--- config.mk ---
export PLATFORM = sky130hd
export DESIGN_NAME = frv_interrupt_ctrl
export DESIGN_NICKNAME = d
export VERILOG_FILES = /design/src/rtl/frv_interrupt_ctrl_pkg.sv /design/src/rtl/frv_sync2.sv /design/src/rtl/frv_interrupt_ctrl.sv
export SDC_FILE = /design/constraint.sdc
export NUM_CORES = 1
export LEC_CHECK = 0
export ABC_AREA = 0
export ABC_CLOCK_PERIOD_IN_PS = 2700
export CAP_MARGIN = 10
export CORE_AREA = 5 5 80 60
export DETAILED_ROUTE_END_ITERATION = 6
export DIE_AREA = 0 0 85 65
export DONT_BUFFER_PORTS = 1
export PLACE_DENSITY = 0.7
export RECOVER_POWER = 25
export SLEW_MARGIN = 40
export SYNTH_ARGS = -nofsm -noshare
export SYNTH_HDL_FRONTEND = slang
export SYNTH_SLANG_ARGS = --single-unit
--- constraint.sdc ---
create_clock -name g_clk -period 2.7 [get_ports g_clk]
set_clock_uncertainty 0.15 [all_clocks]
set_input_delay 0.135 -clock g_clk [delete_from_list [all_inputs] [get_ports g_clk]]
set_output_delay 0.135 -clock g_clk [all_outputs]
set_load 0.01 [all_outputs]
--- src/rtl/frv_interrupt_ctrl_pkg.sv ---
// Shared constants and types for the frv machine-mode interrupt sequencer:
// trap cause codes, mip/mie bit positions, FSM encoding and the priority
// encoder used to pick the cause of a new request.
package frv_interrupt_ctrl_pkg;

  // Machine-mode interrupt cause codes presented to the writeback stage.
  localparam logic [5:0] TRAP_INT_MEI = 6'd11;
  localparam logic [5:0] TRAP_INT_MSI = 6'd3;
  localparam logic [5:0] TRAP_INT_MTI = 6'd7;

  // Bit positions inside mip / mie.
  localparam int P_MEI = 2;
  localparam int P_MTI = 1;
  localparam int P_MSI = 0;

  // Interrupt sequencer states.
  typedef enum logic [1:0] {
    INTC_IDLE   = 2'd0,
    INTC_REQ    = 2'd1,
    INTC_ACTIVE = 2'd2
  } intc_state_t;

  // Fixed priority MEI > MSI > MTI. Returns 0 when nothing is eligible,
  // which never reaches the output because a request needs |elig.
  function automatic logic [5:0] intc_cause(input logic [2:0] elig);
    logic [5:0] cause;
    if (elig[P_MEI]) begin
      cause = TRAP_INT_MEI;
    end else if (elig[P_MSI]) begin
      cause = TRAP_INT_MSI;
    end else if (elig[P_MTI]) begin
      cause = TRAP_INT_MTI;
    end else begin
      cause = 6'd0;
    end
    return cause;
  endfunction

endpackage

--- src/rtl/frv_sync2.sv ---
// Generic two-flop synchroniser for asynchronous level inputs.
// Both stages clear to 0 on synchronous active-low reset.
module frv_sync2 #(
  parameter int W = 1
) (
  input  logic         g_clk,
  input  logic         g_resetn,
  input  logic [W-1:0] d_i,
  output logic [W-1:0] q_o
);

  logic [W-1:0] meta_q;
  logic [W-1:0] sync_q;

  // Two back-to-back flops give the first stage a full cycle to settle.
  always_ff @(posedge g_clk) begin
    if (!g_resetn) begin
      meta_q <= '0;
      sync_q <= '0;
    end else begin
      meta_q <= d_i;
      sync_q <= meta_q;
    end
  end

  assign q_o = sync_q;

endmodule

--- src/rtl/frv_interrupt_ctrl.sv ---
// Machine-mode interrupt sequencer for the frv core. Samples the external,
// timer and software sources into mip, masks them with mie/mstatus.MIE,
// commits one request to writeback and holds off further requests until
// the handler retires MRET. Also measures request-to-acknowledge latency.
module frv_interrupt_ctrl
  import frv_interrupt_ctrl_pkg::*;
#(
  parameter int LAT_W    = 16,
  parameter bit SYNC_EXT = 1'b1
) (
  input  logic             g_clk,
  input  logic             g_resetn,
  input  logic             int_ext,
  input  logic             int_tim,
  input  logic             int_sw,
  input  logic             csr_mstatus_mie,
  input  logic [2:0]       csr_mie,
  output logic [2:0]       csr_mip,
  output logic             int_req,
  output logic [5:0]       int_cause,
  input  logic             int_ack,
  input  logic             mret_done,
  output logic             int_active,
  output logic [LAT_W-1:0] int_lat
);

  logic             ext_s;
  logic [2:0]       mip_q;
  logic [2:0]       elig_s;
  logic             fire_s;
  logic [LAT_W-1:0] cnt_inc_s;

  intc_state_t      state_q;
  logic             req_q;
  logic [5:0]       cause_q;
  logic             active_q;
  logic [LAT_W-1:0] cnt_q;
  logic [LAT_W-1:0] lat_q;

  generate
    if (SYNC_EXT) begin : g_ext_sync
      frv_sync2 #(.W(1)) u_sync_ext (
        .g_clk    (g_clk),
        .g_resetn (g_resetn),
        .d_i      (int_ext),
        .q_o      (ext_s)
      );
    end else begin : g_ext_raw
      assign ext_s = int_ext;
    end
  endgenerate

  // Pending bits track the sources every cycle, regardless of enables/state.
  always_ff @(posedge g_clk) begin
    if (!g_resetn) begin
      mip_q <= 3'b000;
    end else begin
      mip_q <= {ext_s, int_tim, int_sw};
    end
  end

  assign elig_s    = mip_q & csr_mie;
  assign fire_s    = csr_mstatus_mie && (|elig_s);
  assign cnt_inc_s = (&cnt_q) ? cnt_q : (cnt_q + LAT_W'(1));

  // Request sequencer: the cause is frozen once committed, ack beats mret
  // in REQ, and stray ack/mret pulses outside their state are ignored.
  always_ff @(posedge g_clk) begin
    if (!g_resetn) begin
      state_q  <= INTC_IDLE;
      req_q    <= 1'b0;
      cause_q  <= 6'd0;
      active_q <= 1'b0;
      cnt_q    <= '0;
      lat_q    <= '0;
    end else begin
      case (state_q)
        INTC_IDLE: begin
          if (fire_s) begin
            state_q <= INTC_REQ;
            req_q   <= 1'b1;
            cause_q <= intc_cause(elig_s);
            cnt_q   <= '0;
          end
        end
        INTC_REQ: begin
          if (int_ack) begin
            state_q  <= INTC_ACTIVE;
            req_q    <= 1'b0;
            active_q <= 1'b1;
            lat_q    <= cnt_inc_s;
          end else begin
            cnt_q <= cnt_inc_s;
          end
        end
        INTC_ACTIVE: begin
          if (mret_done) begin
            state_q  <= INTC_IDLE;
            active_q <= 1'b0;
          end
        end
        default: begin
          state_q  <= INTC_IDLE;
          req_q    <= 1'b0;
          active_q <= 1'b0;
        end
      endcase
    end
  end

  assign csr_mip    = mip_q;
  assign int_req    = req_q;
  assign int_cause  = cause_q;
  assign int_active = active_q;
  assign int_lat    = lat_q;

endmodule
==> out/metrics.csv, run 1 <==
metric,value,unit
"Distinct cells, synth",55,
Ys Warns,0,
number of synthesized flops with an enable pin,0,
critical path class,flip-flop to flip-flop,
share of the synthesized area in the top cell type,41.3,%
post-DR wirelength/cell,15.6,µm
Total GRT Usage,18.6,%
post-CTS setup buffers,0,
WP data arrival,2.17,ns
global-route wire length before repair,8170,µm
Inst Count DP,292,
Yosys top cell by area,dfxtp_1,
Die H,65,µm
TritonRoute pass-1 iters,5,
dpl ws,0.593,ns
clock network fraction of total power,40.1,%
fraction of registers with async set/reset,0,%
Resize count post-CTS,0,
clock-pin slew on the worst setup and hold paths,0.08,ns
largest net degree at the start of global routing,28,
LEAKAGE,0.000822,µW
Critical Path RT,2.72,ns
CTS tree,done,
Syn Inst Count,249,
RSZ-0062 raised after global routing,no,
ANT nets after route,0,
setup ws final,0.551,ns
total CTS buffers,5,
initial antenna violation count,0,
count of pins over their slew limit,0,
R2R cell count,6,
via count,1826,
initial DRC count,228,
Synth Flop Type,dfxtp_1,
Startpoint Class,flip-flop,
Crit. End Element,flip-flop,
Int Pwr,963,µW
hold path depth,3,
Net Sw Frac,22.5,%
global route overflow,0,
vias in the first global route,1616,
share of layout cells above drive strength 1,10.6,%
Area contributors post-synth,"dfxtp_1 (41%), a21oi_1 (6.6%), o21ai_0 (5.2%)",
DRC Markers,0,
f_max,465,MHz
Root Buffer,clkbuf_8,
Cell Rows,20,
H-tree Lvls,2,
fin cells,309,
post-synthesis register bit count,44,
I/O Pins,38,
status,finished clean,
Hold EP,int_cause[2]$_SDFFE_PN0P_,
Layout Nets,265,
crit path time final,2.15,ns
critical path peak fanout,9,
FF-to-FF End,cnt_q[14]$_SDFFE_PN0P_,
Core Box Area,4050,µm²
DPL Wire Length,3420,µm
Total Wirelength,4830,µm
worst reg2reg setup slack,0.55,ns
Switch Pwr,279,µW
Placer Congestion,0.859,
PD cells,536,nW/µm²
Port Buf Inserts,0,
P&R area growth vs syn,8.56,%
Hold Startpoint,csr_mie[0],
worst vdd ir,0.285,mV
die width,85,µm
Initial Utilization,52.6,%
n_diodes,0,
syn avg cell area,8.57,µm²
Worst Hold Class,input port to flip-flop,
max-cap violations,0,
worst skew pair latency,0.30,ns
final hold violations,0,
Seq pwr share,54.6,%
# hold bufs at CTS,9,
Setup TNS,0,ns
Final setup viols,0,
RR Startpoint,cnt_q[0]$_SDFFE_PN0P_,
Final Cycle Share,79.6,%
# fillers,378,
Max Buffers Root-to-Sink,2,
die area,5530,µm²
"Cell Area, Synth",2130,µm²
DR vias/cell,5.91,
Comb pwr share,5.3,%
register area share after synthesis,41.3,%
Sink Count,44,
## layer usage
metal,track usage (%),share of wire (%)
met1,27.1,49
met2,26.2,41
met3,4.83,8.1
met4,6.32,1.1
met5,0,0
## layout by cell type, fill, tap and decap left out, types with 2 or more instances in the layout
| cell type | n |
|---|---|
| a31oi_1 | 10 |
| and2_1 | 6 |
| nand2_2 | 3 |
| nand3_1 | 9 |
| nand4_1 | 3 |
| xnor2_1 | 5 |
| nand2_1 | 20 |
| dfxtp_1 | 44 |
| clkbuf_8 | 5 |
| xor2_1 | 3 |
| and4_1 | 2 |
| o21ai_1 | 3 |
| buf_4 | 4 |
| nor2_1 | 18 |
| a211oi_1 | 2 |
| inv_1 | 7 |
| or3b_1 | 2 |
| o22ai_1 | 5 |
| a21oi_1 | 28 |
| dlygate4sd3_1 | 8 |
| o21a_1 | 3 |
| and3_1 | 3 |
| o21ai_0 | 22 |
| nor3_1 | 5 |
| conb_1 | 2 |
## logic make-up after synthesis
group | Yosys count | share of synthesized area [%]
DFF | 44 | 41.3
xor gates and xnor gates | 8 | 3.28
other | 1 | 0.176
AOI/OAI and AO/OA | 86 | 24.2
adders and majority gates | 1 | 0.586
and+or+nand+nor | 85 | 23.8
buffers and inverters | 24 | 6.69
## worst max-delay path by stage
stage | from | to | slack, ns | cells past startpoint
2_1_floorplan | cnt_q[0]$_SDFFE_PN0P_ | cnt_q[14]$_SDFFE_PN0P_ | 0.82 | 6
3_3_place_gp | cnt_q[0]$_SDFFE_PN0P_ | cnt_q[14]$_SDFFE_PN0P_ | 0.69 | 6
3_5_place_dp | cnt_q[0]$_SDFFE_PN0P_ | cnt_q[14]$_SDFFE_PN0P_ | 0.59 | 6
4_1_cts | cnt_q[0]$_SDFFE_PN0P_ | cnt_q[14]$_SDFFE_PN0P_ | 0.57 | 6
5_1_grt | cnt_q[0]$_SDFFE_PN0P_ | cnt_q[14]$_SDFFE_PN0P_ | 0.29 | 6
6_report | cnt_q[0]$_SDFFE_PN0P_ | cnt_q[14]$_SDFFE_PN0P_ | 0.55 | 6
## stage by stage
step	hold slack (ns)	area, µm²	total power (µW)	utilization (%)
after detailed placement	0.114	2120	744	52.3
after global placement	0.110	2120	743	52.3
after CTS	0.00429	2320	1260	57.3
after floorplan	0.112	2140	740	-
after global routing	0.0306	2320	1290	57.1
final	0.00345	2320	1240	57.1
## registers in the layout, summed over array words and instances, names as in the netlist
name,count
state_q,2
cnt_q,16
csr_mip,3
int_req,1
int_lat,16
int_active,1
g_ext_sync.u_sync_ext.q_o,1
int_cause,3
g_ext_sync.u_sync_ext.meta_q,1
## cells in the mapped netlist, types with 2 or more instances
| master | number |
|---|---|
| o22ai_1 | 5 |
| clkbuf_1 | 4 |
| buf_6 | 3 |
| inv_1 | 7 |
| a211oi_1 | 2 |
| and4_1 | 2 |
| o21a_1 | 3 |
| or3b_1 | 2 |
| nor2_1 | 18 |
| xnor2_1 | 5 |
| and3_1 | 3 |
| a21oi_1 | 28 |
| and2_1 | 6 |
| o21ai_1 | 3 |
| nand3_1 | 9 |
| nor3_1 | 5 |
| nand2_2 | 3 |
| nand2_1 | 20 |
| a31oi_1 | 10 |
| clkbuf_2 | 2 |
| xor2_1 | 3 |
| dfxtp_1 | 44 |
| o21ai_0 | 22 |
| nand4_1 | 3 |
| buf_4 | 7 |
## power by group through the flow
stage	logic, µW	clock network [µW]	registers [µW]
floorplan	50.9	0	690
global placement	50.2	0	693
detailed placement	50.2	0	694
CTS	66.5	511	678
global route	74.2	538	680
finish	66.0	498	678
## cell type report
cell class                      count  area (µm²)  area share (%)
Multi-Input combinational cell    182        1110            48.1
Clock inverter                      3        42.5            1.84
Sequential cell                    44         881            38.0
Timing Repair Buffer               13         115            4.97
Tap cell                           55        68.8            2.97
Inverter                            7        26.3            1.13
Clock buffer                        5        68.8            2.97
## critical path, cell delays in order, from the launching register on
cell     delay, ns
dfxtp_1       0.46
ha_1          0.30
nand3_2       0.27
nor4_1        0.48
nand3_1       0.14
a21oi_1       0.16
nor3_1        0.06
Note: power is estimated with default switching activity, not from simulation.
==> run 2, diff against run 1 <==
- ABC_AREA: 0 -> 1
- ABC_CLOCK_PERIOD_IN_PS: 2700 -> 1850
- CORE_AREA: 5 5 80 60 -> 5 5 81 61
- DIE_AREA: 0 0 85 65 -> 0 0 86 66
- PLACE_DENSITY: 0.7 -> 0.72
- clock period: 2.7 -> 1.85 ns (I/O delays scaled with it)
==> out/metrics.csv, run 2 <==
metric,value,unit
status,finished clean,
ANT nets after route,0,
f_max,577,MHz
via count,1900,
Inst Count DP,347,
Max Buffers Root-to-Sink,2,
I/O Pins,38,
commonest cells in the netlist,"nand2_1 (61), dfxtp_1 (44), nor2_1 (31)",
initial antenna violation count,0,
Worst Hold Class,input port to flip-flop,
post-CTS setup buffers,0,
worst skew pair latency,0.29,ns
worst reg2reg setup slack,0.12,ns
Layout Nets,319,
DR vias/cell,5.23,
Startpoint Class,flip-flop,
vias in the first global route,1850,
Critical Path RT,1.89,ns
RR Startpoint,cnt_q[0]$_SDFFE_PN0P_,
TritonRoute pass-1 iters,4,
PD cells,708,nW/µm²
max-cap violations,0,
die width,86,µm
Total GRT Usage,20.3,%
setup ws final,0.118,ns
die area,5680,µm²
dpl ws,0.0926,ns
global-route wire length before repair,8990,µm
n_diodes,0,
crit path time final,1.73,ns
critical path peak fanout,5,
clock-pin slew on the worst setup and hold paths,0.08,ns
CP endpoint,int_lat[14]$_SDFFE_PN0P_,
CTS tree,done,
final hold violations,0,
number of synthesized flops with an enable pin,0,
Slew headroom,42.7,%
Synth Flop Type,dfxtp_1,
Setup TNS,0,ns
Core Box Area,4130,µm²
Port Buf Inserts,0,
total CTS buffers,5,
H-tree Lvls,2,
register area share after synthesis,40.3,%
"Cell Area, Synth",2190,µm²
P&R area growth vs syn,11.7,%
Syn Inst Count,294,
Yosys top cell by area,dfxtp_1,
R2R cell count,9,
worst slew pin tran,0.860,ns
fin area,2440,µm²
Cell Rows,20,
share of the synthesized area in the top cell type,40.3,%
DRC Markers,0,
Total Wirelength,5240,µm
Sink Count,44,
"Distinct cells, synth",32,
share of layout cells above drive strength 1,20.5,%
initial DRC count,154,
most frequent cells in the layout,"nand2_1 (61), dfxtp_1 (42), nor2_1 (31)",
Initial Utilization,53.0,%
global route overflow,0,
Crit. End Element,flip-flop,
LEAKAGE,0.00109,µW
Placer Congestion,0.911,
largest net degree at the start of global routing,24,
syn avg cell area,7.44,µm²
Root Buffer,clkbuf_8,
Area contributors post-synth,"dfxtp_1 (40%), nand2_1 (10%), nor2_1 (5.3%)",
top-count cell post-synth,nand2_1,
area of placed instances,2270,µm²
"commonest non-fill, non-tap cell in the layout",nand2_1,
Final Cycle Share,93.6,%
FF-to-FF End,int_lat[14]$_SDFFE_PN0P_,
Ys Warns,0,
RSZ-0062 raised after global routing,no,
fin cells,363,
worst vdd ir,0.605,mV
crit path from,cnt_q[0]$_SDFFE_PN0P_,
Die H,66,µm
post-synthesis register bit count,44,
Final setup viols,0,
WP data arrival,1.77,ns
fraction of registers with async set/reset,0,%
DPL Wire Length,3620,µm
count of pins over their slew limit,0,
post-DR wirelength/cell,14.4,µm
critical path class,flip-flop to flip-flop,
run 2: worst min-delay path by stage:
stage	start	end	slack (ns)	cells after the start
6_report	csr_mstatus_mie	int_cause[2]$_SDFFE_PN0P_	0.03	2
2_1_floorplan	int_sw	csr_mip[0]$_SDFF_PN0_	0.04	2
3_5_place_dp	g_resetn	csr_mip[1]$_SDFF_PN0_	0.05	2
5_1_grt	csr_mstatus_mie	int_cause[2]$_SDFFE_PN0P_	0.04	2
4_1_cts	csr_mstatus_mie	int_cause[2]$_SDFFE_PN0P_	0.04	2
3_3_place_gp	g_resetn	csr_mip[1]$_SDFF_PN0_	0.04	2
run 2: timing repair:
action | 4_1_cts | 5_1_grt
hold buffers | 8 | 0
resized for setup | 0 | 4
setup endpoints to repair | 0 | 5
endpoints found under the hold margin | 27 | 0
run 2: per-layer routing:
layer | global-route usage, % | part of all wire, % | up-vias
li1 | - | - | 964
met1 | 27.8 | 49 | 865
met2 | 30.9 | 44 | 60
met3 | 6.72 | 6.1 | 11
met4 | 4.94 | 1.1 | 0
met5 | 0 | 0 | -
run 2: logic make-up (layout without fill, tap and decap cells):
group / count (synthesis) / in the layout / share of synthesized area, %
other: 1 / 2 / 0.171
adder cells (fa/ha/maj): 1 / 1 / 0.572
AND/OR/NAND/NOR: 141 / 141 / 32.7
flip-flops: 44 / 44 / 40.3
buffers and inverters: 45 / 58 / 9.04
XOR/XNOR: 5 / 5 / 2.00
AO/OA/AOI/OAI: 57 / 57 / 15.3
run 2: report_power, final:
| group | switching (µW) | total (µW) | internal (µW) |
|---|---|---|---|
| combinational | 66.6 | 110 | 43.7 |
| sequential | 27.6 | 999 | 971 |
| clock | 323 | 621 | 298 |
run 2: critical path, stage by stage (launching register included):
cell	delay, ns
dfxtp_2	0.38
ha_1	0.19
buf_4	0.15
nand3_1	0.16
nor2_4	0.17
nand3_1	0.08
nand2_1	0.08
nand3_2	0.07
nor2_1	0.14
nor2_1	0.05
run 2: through the flow:
step | total power, µW | hold slack (ns) | util (%)
final | 1730 | 0.0349 | 59.2
after global routing | 1810 | 0.0359 | 59.2
after CTS | 1750 | 0.0395 | 59.2
after detailed placement | 1110 | 0.0454 | 55.0
after global placement | 1110 | 0.0403 | 55.0
after floorplan | 1090 | 0.0401 | -
run 2: cell type report:
class,instances,area [µm²]
Clock inverter,2,10.0
Clock buffer,6,82.6
Tap cell,55,68.8
Multi-Input combinational cell,206,1120
Sequential cell,44,883
Timing Repair Buffer,18,161
Fill cell,376,1690
Inverter,32,120
